--- src/rtl/phase_ctrl.sv ---
// -----------------------------------------------------------------------------
// phase_ctrl
//
// Sequences each instruction of the 16-bit datapath around the calc ALU
// through five one-cycle phases:
//   P1 fetch, P2 register read, P3 execute, P4 memory, P5 write-back.
// It also holds the SZCV condition-code register and decides branches.
//
// Ports
//   clk           system clock
//   rst           synchronous, active-high reset
//   exec          run request, sampled as a level (rising edge leaves HALT)
//   step          1 = return to IDLE after every instruction
//   instr         current IR contents, decoded combinationally
//   code          {S,Z,C,V} from the ALU, captured at the end of P3
//   phase         one-hot {P5,P4,P3,P2,P1}; 0 in IDLE and HALT
//   ir_we         load IR from memory (P1)
//   pc_inc        PC <= PC + 1 (P1)
//   pc_load       PC <= ALU result latch, i.e. branch target (P5)
//   ab_we         latch register-file operands A/B (P2)
//   dr_we         latch ALU result (P3)
//   mem_re        data-memory read, LW only (P4)
//   mem_we        data-memory write, ST only (P4)
//   rf_we         register-file write (P5)
//   out_we        output-port write, OUT only (P5)
//   szcv          condition-code register
//   branch_taken  branch decision, only meaningful in P5
//   halted        1 while in HALT
//   icount        retired-instruction count, wraps
// -----------------------------------------------------------------------------
module phase_ctrl #(
  parameter int CNT_W = 16
) (
  input  logic             clk,
  input  logic             rst,
  input  logic             exec,
  input  logic             step,
  input  logic [15:0]      instr,
  input  logic [3:0]       code,
  output logic [4:0]       phase,
  output logic             ir_we,
  output logic             pc_inc,
  output logic             pc_load,
  output logic             ab_we,
  output logic             dr_we,
  output logic             mem_re,
  output logic             mem_we,
  output logic             rf_we,
  output logic             out_we,
  output logic [3:0]       szcv,
  output logic             branch_taken,
  output logic             halted,
  output logic [CNT_W-1:0] icount
);

  // The P states are numbered 1..5 so the one-hot phase vector can be built
  // by comparing against (bit index + 1).
  typedef enum logic [2:0] {
    S_IDLE = 3'd0,
    S_P1   = 3'd1,
    S_P2   = 3'd2,
    S_P3   = 3'd3,
    S_P4   = 3'd4,
    S_P5   = 3'd5,
    S_HALT = 3'd6
  } state_t;

  state_t           state_reg, state_next;
  logic [3:0]       szcv_reg, szcv_next;
  logic [CNT_W-1:0] icount_reg, icount_next;
  logic             exec_prev_reg;
  logic             exec_rise;

  // ---------------------------------------------------------------------------
  // Instruction decode
  // ---------------------------------------------------------------------------
  logic [1:0] op1;
  logic [3:0] op3;
  logic [4:0] top5;
  logic [2:0] cond;

  assign op1  = instr[15:14];
  assign op3  = instr[7:4];
  assign top5 = instr[15:11];
  assign cond = instr[10:8];

  // The low nibble carries register/immediate fields that only the datapath uses.
  logic unused_instr_bits;
  assign unused_instr_bits = ^instr[3:0];

  logic is_alu_wb;
  logic is_out;
  logic is_hlt;
  logic is_lw;
  logic is_st;
  logic is_li;
  logic is_b;
  logic is_bcc;
  logic sets_flags;

  always_comb begin
    is_alu_wb  = 1'b0;
    is_out     = 1'b0;
    is_hlt     = 1'b0;
    is_lw      = 1'b0;
    is_st      = 1'b0;
    is_li      = 1'b0;
    is_b       = 1'b0;
    is_bcc     = 1'b0;
    sets_flags = 1'b0;

    case (op1)
      2'b11: begin
        case (op3)
          4'b0000, 4'b0001, 4'b0010, 4'b0011, 4'b0100, 4'b0110,
          4'b1000, 4'b1001, 4'b1010, 4'b1011, 4'b1100: is_alu_wb = 1'b1;
          4'b1101: is_out = 1'b1;
          4'b1111: is_hlt = 1'b1;
          default: ;  // CMP (0101) only sets flags; the rest are NOPs
        endcase
        // Flag capture follows the ALU opcode range rather than the write-back
        // class: CMP sets flags, while IN (1100), OUT and HLT do not.
        sets_flags = (op3 <= 4'b1011);
      end
      2'b00: is_lw = 1'b1;
      2'b01: is_st = 1'b1;
      default: begin
        case (top5)
          5'b10000: is_li  = 1'b1;
          5'b10100: is_b   = 1'b1;
          5'b10111: is_bcc = 1'b1;
          default:  ;
        endcase
      end
    endcase
  end

  // Conditional branch test against the registered flags, so the decision
  // reflects the most recent flag-setting instruction, not the live ALU code.
  logic flag_s, flag_z, flag_v;
  logic cond_true;

  assign flag_s = szcv_reg[3];
  assign flag_z = szcv_reg[2];
  assign flag_v = szcv_reg[0];

  always_comb begin
    cond_true = 1'b0;
    case (cond)
      3'b000:  cond_true = flag_z;                       // BE
      3'b001:  cond_true = flag_s ^ flag_v;              // BLT
      3'b010:  cond_true = flag_z | (flag_s ^ flag_v);   // BLE
      3'b011:  cond_true = ~flag_z;                      // BNE
      default: cond_true = 1'b0;
    endcase
  end

  // HALT is left only on a fresh request, so a run request still held high
  // from before the HLT does not restart the machine.
  assign exec_rise = exec & ~exec_prev_reg;

  // ---------------------------------------------------------------------------
  // State register
  // ---------------------------------------------------------------------------
  always_ff @(posedge clk) begin
    if (rst) begin
      state_reg     <= S_IDLE;
      szcv_reg      <= 4'b0000;
      icount_reg    <= '0;
      exec_prev_reg <= 1'b0;
    end else begin
      state_reg     <= state_next;
      szcv_reg      <= szcv_next;
      icount_reg    <= icount_next;
      exec_prev_reg <= exec;
    end
  end

  // ---------------------------------------------------------------------------
  // Next-state logic
  // ---------------------------------------------------------------------------
  always_comb begin
    state_next  = state_reg;
    szcv_next   = szcv_reg;
    icount_next = icount_reg;

    case (state_reg)
      S_IDLE: begin
        if (exec) state_next = S_P1;
      end
      S_P1: state_next = S_P2;
      S_P2: state_next = S_P3;
      S_P3: begin
        state_next = S_P4;
        if (sets_flags) szcv_next = code;
      end
      S_P4: state_next = S_P5;
      S_P5: begin
        // Every instruction retires here, HLT and NOP included.
        icount_next = icount_reg + CNT_W'(1);
        if (is_hlt)
          state_next = S_HALT;
        else if (step || !exec)
          state_next = S_IDLE;
        else
          state_next = S_P1;
      end
      S_HALT: begin
        if (exec_rise) state_next = S_P1;
      end
      default: state_next = S_IDLE;
    endcase
  end

  // ---------------------------------------------------------------------------
  // Strobe decode
  // ---------------------------------------------------------------------------
  logic taken;

  always_comb begin
    ir_we  = 1'b0;
    pc_inc = 1'b0;
    ab_we  = 1'b0;
    dr_we  = 1'b0;
    mem_re = 1'b0;
    mem_we = 1'b0;
    rf_we  = 1'b0;
    out_we = 1'b0;
    taken  = 1'b0;

    case (state_reg)
      S_P1: begin
        ir_we  = 1'b1;
        pc_inc = 1'b1;
      end
      S_P2: ab_we = 1'b1;
      S_P3: dr_we = 1'b1;
      S_P4: begin
        mem_re = is_lw;
        mem_we = is_st;
      end
      S_P5: begin
        rf_we  = is_alu_wb | is_lw | is_li;
        out_we = is_out;
        taken  = is_b | (is_bcc & cond_true);
      end
      default: ;
    endcase
  end

  assign branch_taken = taken;
  assign pc_load      = taken;

  genvar gi;
  generate
    for (gi = 0; gi < 5; gi++) begin : g_phase
      assign phase[gi] = (state_reg == state_t'(3'(gi + 1)));
    end
  endgenerate

  assign halted = (state_reg == S_HALT);
  assign szcv   = szcv_reg;
  assign icount = icount_reg;

endmodule

--- config.mk ---
export PLATFORM = sky130hd
export DESIGN_NAME = phase_ctrl
export DESIGN_NICKNAME = d
export VERILOG_FILES = /design/src/rtl/phase_ctrl.sv
export SDC_FILE = /design/constraint.sdc
export NUM_CORES = 1
export LEC_CHECK = 0
export CORE_ASPECT_RATIO = 0.8
export CORE_UTILIZATION = 29
export CTS_CLUSTER_DIAMETER = 50
export DETAILED_ROUTE_END_ITERATION = 8
export PLACE_DENSITY = 0.61
export SYNTH_ARGS = -nofsm -noshare
export SYNTH_HDL_FRONTEND = slang
export SYNTH_SLANG_ARGS = --single-unit
export TNS_END_PERCENT = 20
--- constraint.sdc ---
create_clock -name clk -period 2.05 [get_ports clk]
set_input_delay 0.3075 -clock clk [delete_from_list [all_inputs] [get_ports clk]]
set_output_delay 0.3075 -clock clk [all_outputs]
set_load 0.01 [all_outputs]
==> impl_metrics.ini <==
[outcome]
run_status = complete, no violations

[clock_tree]
cts_tree = yes
cts.sinks = 24
tritoncts.num_buffers = 3
worst_skew_pair.late_latency_ns = 0.26
worst_setup_hold_path_clk_slew_ns = 0.07
cts_buffer_depth = 2
post_cts_buffers = 0
clockRootBuffer = sky130_fd_sc_hd__clkbuf_8
htree_levels = 1

[placed_design]
dpl_cell_area_um2 = 1950
count_of_buffers_inserted_at_the_top_level_ports = 55
dp_cells = 266
post_dp_hpwl_um = 2540
finalWeightedCongestion = 0.725

[timing]
fin_worst_skew_ns = 0.00172
final-setup-viol-count = 0
final_min_period_over_clock_period = 0.976
worst_slew_pin_slew_ns = 0.395
rsz0062_at_grt = yes
max_slew_margin = 0.735
timing_hold_violations_final = 0
post-route-min-period_ns = 2.00
clock.fmax_mhz = 500
final-max-slew-violation-count = 0

[floorplan]
initial_core_utilization = 0.310
dieWidth_um = 77.9
number_of_placement_rows = 21
ioPinCount = 60
die_h_um = 62.7
die_outline_area_um2 = 4880
core_area_um2 = 4310

[cells_and_area]
n_fill_cell = 433
finish.net_count = 239
design_area_um2 = 2010
mostFrequentLayoutCells = sky130_fd_sc_hd__clkdlybuf4s50_1, sky130_fd_sc_hd__dfxtp_1, sky130_fd_sc_hd__nor2_1
insertedDiodeCount = 0
area_growth_syn_to_layout_pct = 50.7
flip_flop_count_of_the_largest_register_all_copies_and_words_added = 16
layoutNonFillerInstCount = 269
drive_gt1_frac = 0.137
mostFrequentLayoutCell = sky130_fd_sc_hd__clkdlybuf4s50_1

[routing]
drt_wl_total_um = 3260
drc_errors = 0
number_of_detailed_route_iterations_in_the_first_pass = 4
wl_cell_um = 12.1
via_count = 1269
post_drt_via_cell_ratio = 4.72
first_iter_violations = 88
final_antenna_net_count = 0

[synthesis]
ys.warnings.count = 0
net_count_synth = 182
ys_async_sr_fraction = 0
synth.lib_cells_used.distinct = 42
synth.ff_latch_count = 24
seq_area_frac_synth = 0.360
synthFlopType = sky130_fd_sc_hd__dfxtp_1
number_of_enable_type_register_cells_in_the_synthesized_netlist = 0
synth_area_um2 = 1340
number_of_instances_in_the_synthesized_netlist = 157
syn_area_per_cell_um2 = 8.50

[setup_path]
minimum_setup_slack_among_reg_to_reg_paths_ns = 0.32
worst_flop_to_flop_path_startpoint = icount[0]
timing.critical_path.to = branch_taken
worstPathArrival_ns = 1.69
critPathMaxFanout = 3
cp.required_ns = 1.74
setup.worst_path.start_class = primary input
cp_slowest_cell = sky130_fd_sc_hd__clkdlybuf4s50_1
worst-r2r-cell-count = 5
setup.worst_path.class = primary input to output pin
worst_setup_path_startpoint = instr[12]
rr_endpoint = icount[12]
critical_path.max_stage_delay_ns = 0.42
cp-end-kind = output pin
timing.critical_path.cells = clkdlybuf4s50_1, or2_2, a211o_2, a31oi_4, clkbuf_2

[power]
cellPowerDensity_nw_per_um2 = 456
irDropWorstVdd_mv = 0.197
p_total_uw = 918
static-leakage-power_nw = 0.783

[job]
drv_cap = 0

[global_route]
grt_usage = 0.144
grt_pass1_wl_um = 5500
grt_pass1_vias = 1137
grt_antenna_before_repair = 0
overflow = 0
grt_start_max_net_pins = 14

[min_path]
classification_of_the_worst_slack_hold_path = flop to flop
[kinds of logic after synthesis]
logic type	Yosys count	share of synthesized area
and+or+nand+nor	75	0.336
AOI/OAI and AO/OA	24	0.106
DFF	24	0.360
buffers and inverters	17	0.0787
xor gates and xnor gates	11	0.0722
muxes	5	0.0375
adders and majority gates	1	0.00937
[layer usage]
layer  track usage  routed length [µm]  share of wire  vias up
met1         0.209                1740           0.53      574
li1              -                   -              -      666
met4        0.0495                  45          0.014        0
met5             0                   0              0        -
met2         0.206                1350           0.41       24
met3        0.0321                 127          0.039        5
[critical path: cells and delay by family]
kind                   cells  cell delay [ns]
AO/OA/AOI/OAI              2             0.47
AND/OR/NAND/NOR            1             0.34
buffers and inverters      2             0.57
[power breakdown]
| part | switching (mW) | leakage, nW | internal, mW |
|---|---|---|---|
| sequential | 0.00520 | 0.194 | 0.473 |
| clock | 0.137 | 0.0216 | 0.131 |
| combinational | 0.0718 | 0.568 | 0.0993 |
| total | 0.214 | 0.783 | 0.704 |
[final cells by class]
type | instances | area [µm²] | share of cell area
multi-input combinational | 116 | 774 | 0.385
timing repair buffer | 66 | 628 | 0.312
sequential | 24 | 480 | 0.239
tap | 57 | 71.3 | 0.0354
clock buffer | 3 | 41.3 | 0.0205
inverter | 3 | 16.3 | 0.00808
[synthesized netlist by cell type (3+ instances only)]
cell type | number | area (µm²)
sky130_fd_sc_hd__nor4_1 | 3 | 18.8
sky130_fd_sc_hd__nor2_1 | 20 | 75.1
sky130_fd_sc_hd__buf_4 | 6 | 45.0
sky130_fd_sc_hd__o21ai_0 | 8 | 40.0
sky130_fd_sc_hd__nor2b_1 | 3 | 18.8
sky130_fd_sc_hd__a21oi_1 | 10 | 50.1
sky130_fd_sc_hd__nand3_1 | 10 | 50.1
sky130_fd_sc_hd__dfxtp_1 | 24 | 480
sky130_fd_sc_hd__xnor2_1 | 3 | 26.3
sky130_fd_sc_hd__mux2i_1 | 5 | 50.1
sky130_fd_sc_hd__nand4_1 | 5 | 31.3
sky130_fd_sc_hd__buf_2 | 4 | 20.0
sky130_fd_sc_hd__and4_1 | 3 | 26.3
sky130_fd_sc_hd__nand2_1 | 7 | 26.3
sky130_fd_sc_hd__xor2_1 | 8 | 70.1
sky130_fd_sc_hd__nand3b_1 | 3 | 22.5
sky130_fd_sc_hd__or3_1 | 5 | 31.3
[stage by stage]
| step | setup TNS (ns) | util | setup WS, ns | hold slack [ns] |
|---|---|---|---|---|
| 4_1_cts | -0.0916 | 0.462 | -0.0464 | 0.501 |
| 6_report | 0 | 0.467 | 0.0500 | 0.497 |
| 5_1_grt | -0.127 | 0.467 | -0.0708 | 0.532 |
| 2_1_floorplan | 0 | - | 0.391 | 0.377 |
| 3_3_place_gp | -0.952 | 0.453 | -0.334 | 0.478 |
| 3_5_place_dp | -0.942 | 0.453 | -0.336 | 0.488 |
[repair_timing]
action | in CTS | in global routing
setup endpoints to repair | 8 | 8
hold buffers | 0 | 0
gates resized for setup | 6 | 12
[worst min-delay path by stage]
stage | depth (start not counted) | slack, ns | endpoint | start
2_1_floorplan | 1 | 0.38 | icount[11] | rst
3_3_place_gp | 2 | 0.48 | icount[15] | icount[15]
3_5_place_dp | 2 | 0.49 | icount[15] | icount[15]
4_1_cts | 2 | 0.50 | icount[15] | icount[15]
5_1_grt | 2 | 0.53 | icount[15] | icount[15]
6_report | 2 | 0.50 | szcv[1] | szcv[1]
Note: power is estimated with default switching activity, not from simulation.
